## src/rtl/btn_conditioner.sv

```systemverilog
// Keypad front end: synchronizes, debounces and edge-detects seven board inputs,
// and adds press-and-hold auto-repeat on the four direction keys.
module btn_conditioner #(
  parameter int DEB_CYCLES = 270000,
  parameter int REP_DELAY  = 13500000,
  parameter int REP_PERIOD = 2700000
) (
  input  logic       clk,
  input  logic       rst,
  input  logic [3:0] btn_raw,
  input  logic       a_raw,
  input  logic       b_raw,
  input  logic       mode_raw,
  output logic [3:0] dir_pulse,
  output logic       a_pulse,
  output logic       b_pulse,
  output logic       a_held,
  output logic       b_held,
  output logic       mode
);

  localparam int CW   = $clog2(DEB_CYCLES + 1);
  localparam int TMAX = (REP_DELAY > REP_PERIOD) ? REP_DELAY : REP_PERIOD;
  localparam int TW   = $clog2(TMAX + 1);

  localparam logic [CW-1:0] DEB_LAST    = CW'(DEB_CYCLES - 1);
  localparam logic [TW-1:0] DELAY_LAST  = TW'(REP_DELAY - 1);
  localparam logic [TW-1:0] PERIOD_LAST = TW'(REP_PERIOD - 1);

  // Raw level of each input when nothing is pressed (keys active-low, mode switch active-high)
  localparam logic [6:0] REST_LVL = 7'b0111111;

  localparam logic [1:0] ST_IDLE   = 2'd0;
  localparam logic [1:0] ST_DELAY  = 2'd1;
  localparam logic [1:0] ST_REPEAT = 2'd2;

  logic [6:0]    raw_all;
  logic [6:0]    sync1;
  logic [6:0]    sync2;
  logic [6:0]    act;
  logic [6:0]    deb;
  logic [6:0]    deb_next;
  logic [6:0]    flip;
  logic [5:0]    press;
  logic [CW-1:0] cnt [7];

  logic [1:0]    state;
  logic [1:0]    state_n;
  logic [TW-1:0] timer;
  logic [TW-1:0] timer_n;
  logic [1:0]    track;
  logic [1:0]    track_n;
  logic [1:0]    key_idx;
  logic          one_key;
  logic          same_key;
  logic [3:0]    rep;

  assign raw_all = {mode_raw, b_raw, a_raw, btn_raw};

  always_ff @(posedge clk or negedge rst) begin
    if (!rst) begin
      sync1 <= REST_LVL;
      sync2 <= REST_LVL;
    end else begin
      sync1 <= raw_all;
      sync2 <= sync1;
    end
  end

  assign act = sync2 ^ REST_LVL;

  always_comb begin
    flip = '0;
    for (int i = 0; i < 7; i++) begin
      flip[i] = (act[i] != deb[i]) && (cnt[i] == DEB_LAST);
    end
    deb_next = deb ^ flip;
    press    = flip[5:0] & ~deb[5:0];
  end

  always_ff @(posedge clk or negedge rst) begin
    if (!rst) begin
      deb <= '0;
      for (int i = 0; i < 7; i++) cnt[i] <= '0;
    end else begin
      deb <= deb_next;
      for (int i = 0; i < 7; i++) begin
        if ((act[i] == deb[i]) || flip[i]) cnt[i] <= '0;
        else                               cnt[i] <= cnt[i] + CW'(1);
      end
    end
  end

  // Repeat decisions look at the debounced level being committed this edge,
  // so the hold delay is measured from the press pulse itself.
  always_comb begin
    one_key = (deb_next[3:0] != 4'd0) &&
              ((deb_next[3:0] & (deb_next[3:0] - 4'd1)) == 4'd0);
    case (deb_next[3:0])
      4'b0010: key_idx = 2'd1;
      4'b0100: key_idx = 2'd2;
      4'b1000: key_idx = 2'd3;
      default: key_idx = 2'd0;
    endcase
    same_key = one_key && (key_idx == track);
  end

  always_comb begin
    state_n = state;
    timer_n = timer;
    track_n = track;
    rep     = 4'd0;
    case (state)
      ST_IDLE: begin
        if (one_key) begin
          state_n = ST_DELAY;
          timer_n = '0;
          track_n = key_idx;
        end
      end
      ST_DELAY: begin
        if (!same_key) begin
          state_n = ST_IDLE;
        end else if (timer == DELAY_LAST) begin
          state_n = ST_REPEAT;
          timer_n = '0;
          rep     = 4'b0001 << track;
        end else begin
          timer_n = timer + TW'(1);
        end
      end
      ST_REPEAT: begin
        if (!same_key) begin
          state_n = ST_IDLE;
        end else if (timer == PERIOD_LAST) begin
          timer_n = '0;
          rep     = 4'b0001 << track;
        end else begin
          timer_n = timer + TW'(1);
        end
      end
      default: state_n = ST_IDLE;
    endcase
  end

  always_ff @(posedge clk or negedge rst) begin
    if (!rst) begin
      state     <= ST_IDLE;
      timer     <= '0;
      track     <= '0;
      dir_pulse <= '0;
      a_pulse   <= 1'b0;
      b_pulse   <= 1'b0;
    end else begin
      state     <= state_n;
      timer     <= timer_n;
      track     <= track_n;
      dir_pulse <= press[3:0] | rep;
      a_pulse   <= press[4];
      b_pulse   <= press[5];
    end
  end

  assign a_held = deb[4];
  assign b_held = deb[5];
  assign mode   = deb[6];

endmodule

```

## config.mk

```make
export PLATFORM = sky130hd
export DESIGN_NAME = btn_conditioner
export DESIGN_NICKNAME = d
export VERILOG_FILES = /design/src/rtl/btn_conditioner.sv
export SDC_FILE = /design/constraint.sdc
export NUM_CORES = 1
export LEC_CHECK = 0
export ABC_AREA = 0
export CAP_MARGIN = 20
export CORE_MARGIN = 8
export CORE_UTILIZATION = 45
export CTS_BUF_LIST = sky130_fd_sc_hd__clkbuf_16
export DETAILED_ROUTE_END_ITERATION = 10
export SYNTH_ARGS = -nofsm -noshare
export SYNTH_HDL_FRONTEND = slang
export SYNTH_SLANG_ARGS = --single-unit
```

## constraint.sdc

```tcl
create_clock -name clk -period 6.1 [get_ports clk]
set_input_delay 0.61 -clock clk [delete_from_list [all_inputs] [get_ports clk]]
set_output_delay 0.61 -clock clk [all_outputs]
set_load 0.02 [all_outputs]
```

==> flow_summary.json <==
{
  "status": "complete, no violations",
  "num-fill-cells": 1826,
  "ys_warn_count": 0,
  "syn_area_um2": 9210,
  "yosysTopAreaCellShare": 0.478,
  "via_per_inst": 5.25,
  "p_leak_nw": 4.40,
  "route.detailed.drc": 0,
  "start_util": 0.457,
  "max_cap_violations": 0,
  "cts_buffers": 17,
  "netlist_top_cells_area": "dfrtp_1, nor2_1, xnor2_1",
  "final_cell_mix": "dfrtp_1, nor2_1, nand2_1, nand3_1",
  "clock.fmax_mhz": 281,
  "min_path_type": "in2async",
  "grt_use_total": 0.141,
  "yosys_most_used_dff": "dfrtp_1",
  "start_kind": "flop",
  "synthCells": 947,
  "synth_seq_cells": 188,
  "ys_types": 59,
  "worstPathArrival_ns": 3.87,
  "dpl.hpwl_um": 11200,
  "grt_max_degree": 124,
  "routedWlPerCell_um": 13.5,
  "fin_crit_ns": 3.56,
  "port_buffers": 17,
  "place.gp.congestion": 0.786,
  "grt_pass1_vias": 6514,
  "drive_gt1_frac": 0.0714,
  "die_x_um": 159,
  "period_share": 0.583,
  "yosysTopAreaCell": "dfrtp_1",
  "crit_fanout": 27,
  "postCtsHoldBufs": 0,
  "cts_buffer_depth": 2,
  "syn_avg_cell_area_um2": 9.73,
  "combPwrFrac": 0.025,
  "p_sw_mw": 0.560,
  "r2r-start": "cnt[63]",
  "clk_latency_ns": 0.43,
  "p_total_mw": 2.54,
  "cp.required_ns": 6.41,
  "worst_pin_slew_ns": 0.988,
  "slew_headroom": 0.342,
  "fp.dieH_um": 159,
  "pwr-share-seq": 0.504,
  "setup.worst_path.class": "reg2reg",
  "grt_pass1_wl_um": 30600,
  "cp-end-kind": "flop",
  "slew_violations": 0,
  "num_io_pins": 18,
  "finalHoldViolations": 0,
  "fp-row-count": 52,
  "pre_cts_slack_ns": 2.61,
  "skew_ns": 0.0135,
  "drt-total-wl_um": 16900,
  "cts_tree": "built",
  "final_common_cell": "dfrtp_1",
  "synth_edf_count": 0,
  "fin_ws_ns": 2.54,
  "syn2layout_area_growth_pct": 11.7,
  "nets": 989,
  "setup_tns_ns": 0,
  "synth.yosys.seq_area_share": 0.512,
  "firstDrtPassIters": 4,
  "htree_levels": 4,
  "internal_power_mw": 1.98,
  "n_antenna_cell": 0,
  "postCtsSetupBuffers": 0,
  "dieArea_um2": 25300,
  "ctsResizeCount": 0,
  "vias": 6564,
  "globalRouteOverflowTotal": 0,
  "clockRootBuffer": "clkbuf_16",
  "ant_nets": 0,
  "ys_async_sr_fraction": 1.00,
  "antenna_found_initial": 0,
  "cts.sinks": 188,
  "cp-startpoint": "cnt[63]",
  "core_area_um2": 20200,
  "p_per_area_nw_per_um2": 247,
  "p_clk_frac": 0.471,
  "finalSetupViolations": 0,
  "path_clk_slew_ns": 0.07,
  "synth_nets": 969,
  "max-vdd-ir-drop_mv": 0.169,
  "switching_share": 0.221,
  "rsz0062_at_grt": "no",
  "drt_iter0_drc": 313
}
## path summary, 6_finish.rpt
| kind | cells past startpoint | slack, ns | end |
|---|---|---|---|
| max | 9 | 2.54 | timer[10] |
| min reg2reg | 0 | 0.35 | sync2[6] |
| max in group asynchronous | 2 | 4.46 | cnt[81] |
| min in group clk | 0 | 0.35 | sync2[6] |
| max reg2reg | 9 | 2.54 | timer[10] |
| min | 1 | 0.30 | deb[5] |
## worst max-delay path, stage by stage, from the launching register on
cell,delay [ns]
dfrtp_1,0.43
nor4b_2,0.32
nand4_1,0.25
or4b_1,0.52
a22o_1,0.22
a2111oi_0,0.50
a211oi_1,0.11
a31o_4,0.34
or2_4,0.39
o41ai_1,0.35
## per-layer routing
metal	GRT usage	up-vias	part of all wire
met5	0	-	0
met4	0.0412	0	0.0091
met3	0.0313	12	0.025
met2	0.224	58	0.45
met1	0.190	3184	0.51
li1	-	3310	-
## power by group through the flow
stage / combinational, mW / clock (mW) / sequential, mW
finish: 0.0641 / 1.20 / 1.28
global route: 0.0763 / 1.28 / 1.28
CTS: 0.0678 / 1.23 / 1.28
detailed placement: 0.0675 / 0 / 1.30
global placement: 0.0677 / 0 / 1.30
floorplan: 0.0298 / 0 / 1.30
## cell usage after synthesis (4+ instances only)
cell,number
dfrtp_1,176
o31ai_2,7
or2_2,5
nor3_1,9
ha_1,13
o32ai_1,4
dfstp_2,12
o21ai_1,36
clkbuf_1,13
nor2b_1,7
nand3_1,60
xor2_1,55
inv_1,31
o21ai_0,24
or3_1,28
nand4_1,34
and3_1,41
nor2_1,172
nand2b_1,11
and2_1,7
nor4_1,8
nand2_1,63
a21oi_1,19
xnor2_1,55
## through the flow
step,cells,area [µm²],util,hold WS [ns]
after global placement,1218,9650,0.478,0.341
after floorplan,947,9210,-,0.314
after detailed placement,1218,9650,0.478,0.347
after global routing,1250,10300,0.510,0.361
after CTS,1250,10300,0.510,0.353
final,1250,10300,0.510,0.297
## flip-flops by register name, indices dropped and copies added, names as in the netlist, named ones only
signal     flops
track          2
sync1          7
a_pulse        1
cnt          133
b_pulse        1
deb            6
sync2          7
state          2
dir_pulse      4
timer         24
## area by class of cell
class | instances | area, µm² | area share
Clock buffer | 17 | 425 | 0.0414
Inverter | 32 | 125 | 0.0122
Sequential cell | 188 | 4720 | 0.459
Tap cell | 270 | 338 | 0.0328
Clock inverter | 15 | 210 | 0.0204
Timing Repair Buffer | 18 | 181 | 0.0176
Multi-Input combinational cell | 710 | 4290 | 0.417
## cell families (layout without fill, tap and decap cells)
kind of cell | Yosys count | count (layout) | share of synthesized area
simple gates | 471 | 471 | 0.261
flops | 188 | 188 | 0.512
compound gates | 115 | 115 | 0.0811
xor+xnor | 110 | 110 | 0.105
buf+inv | 49 | 82 | 0.0223
fa+ha+maj | 13 | 13 | 0.0177
mux | 1 | 1 | 0.00122
No activity file was read; power rests on OpenSTA's default activity.
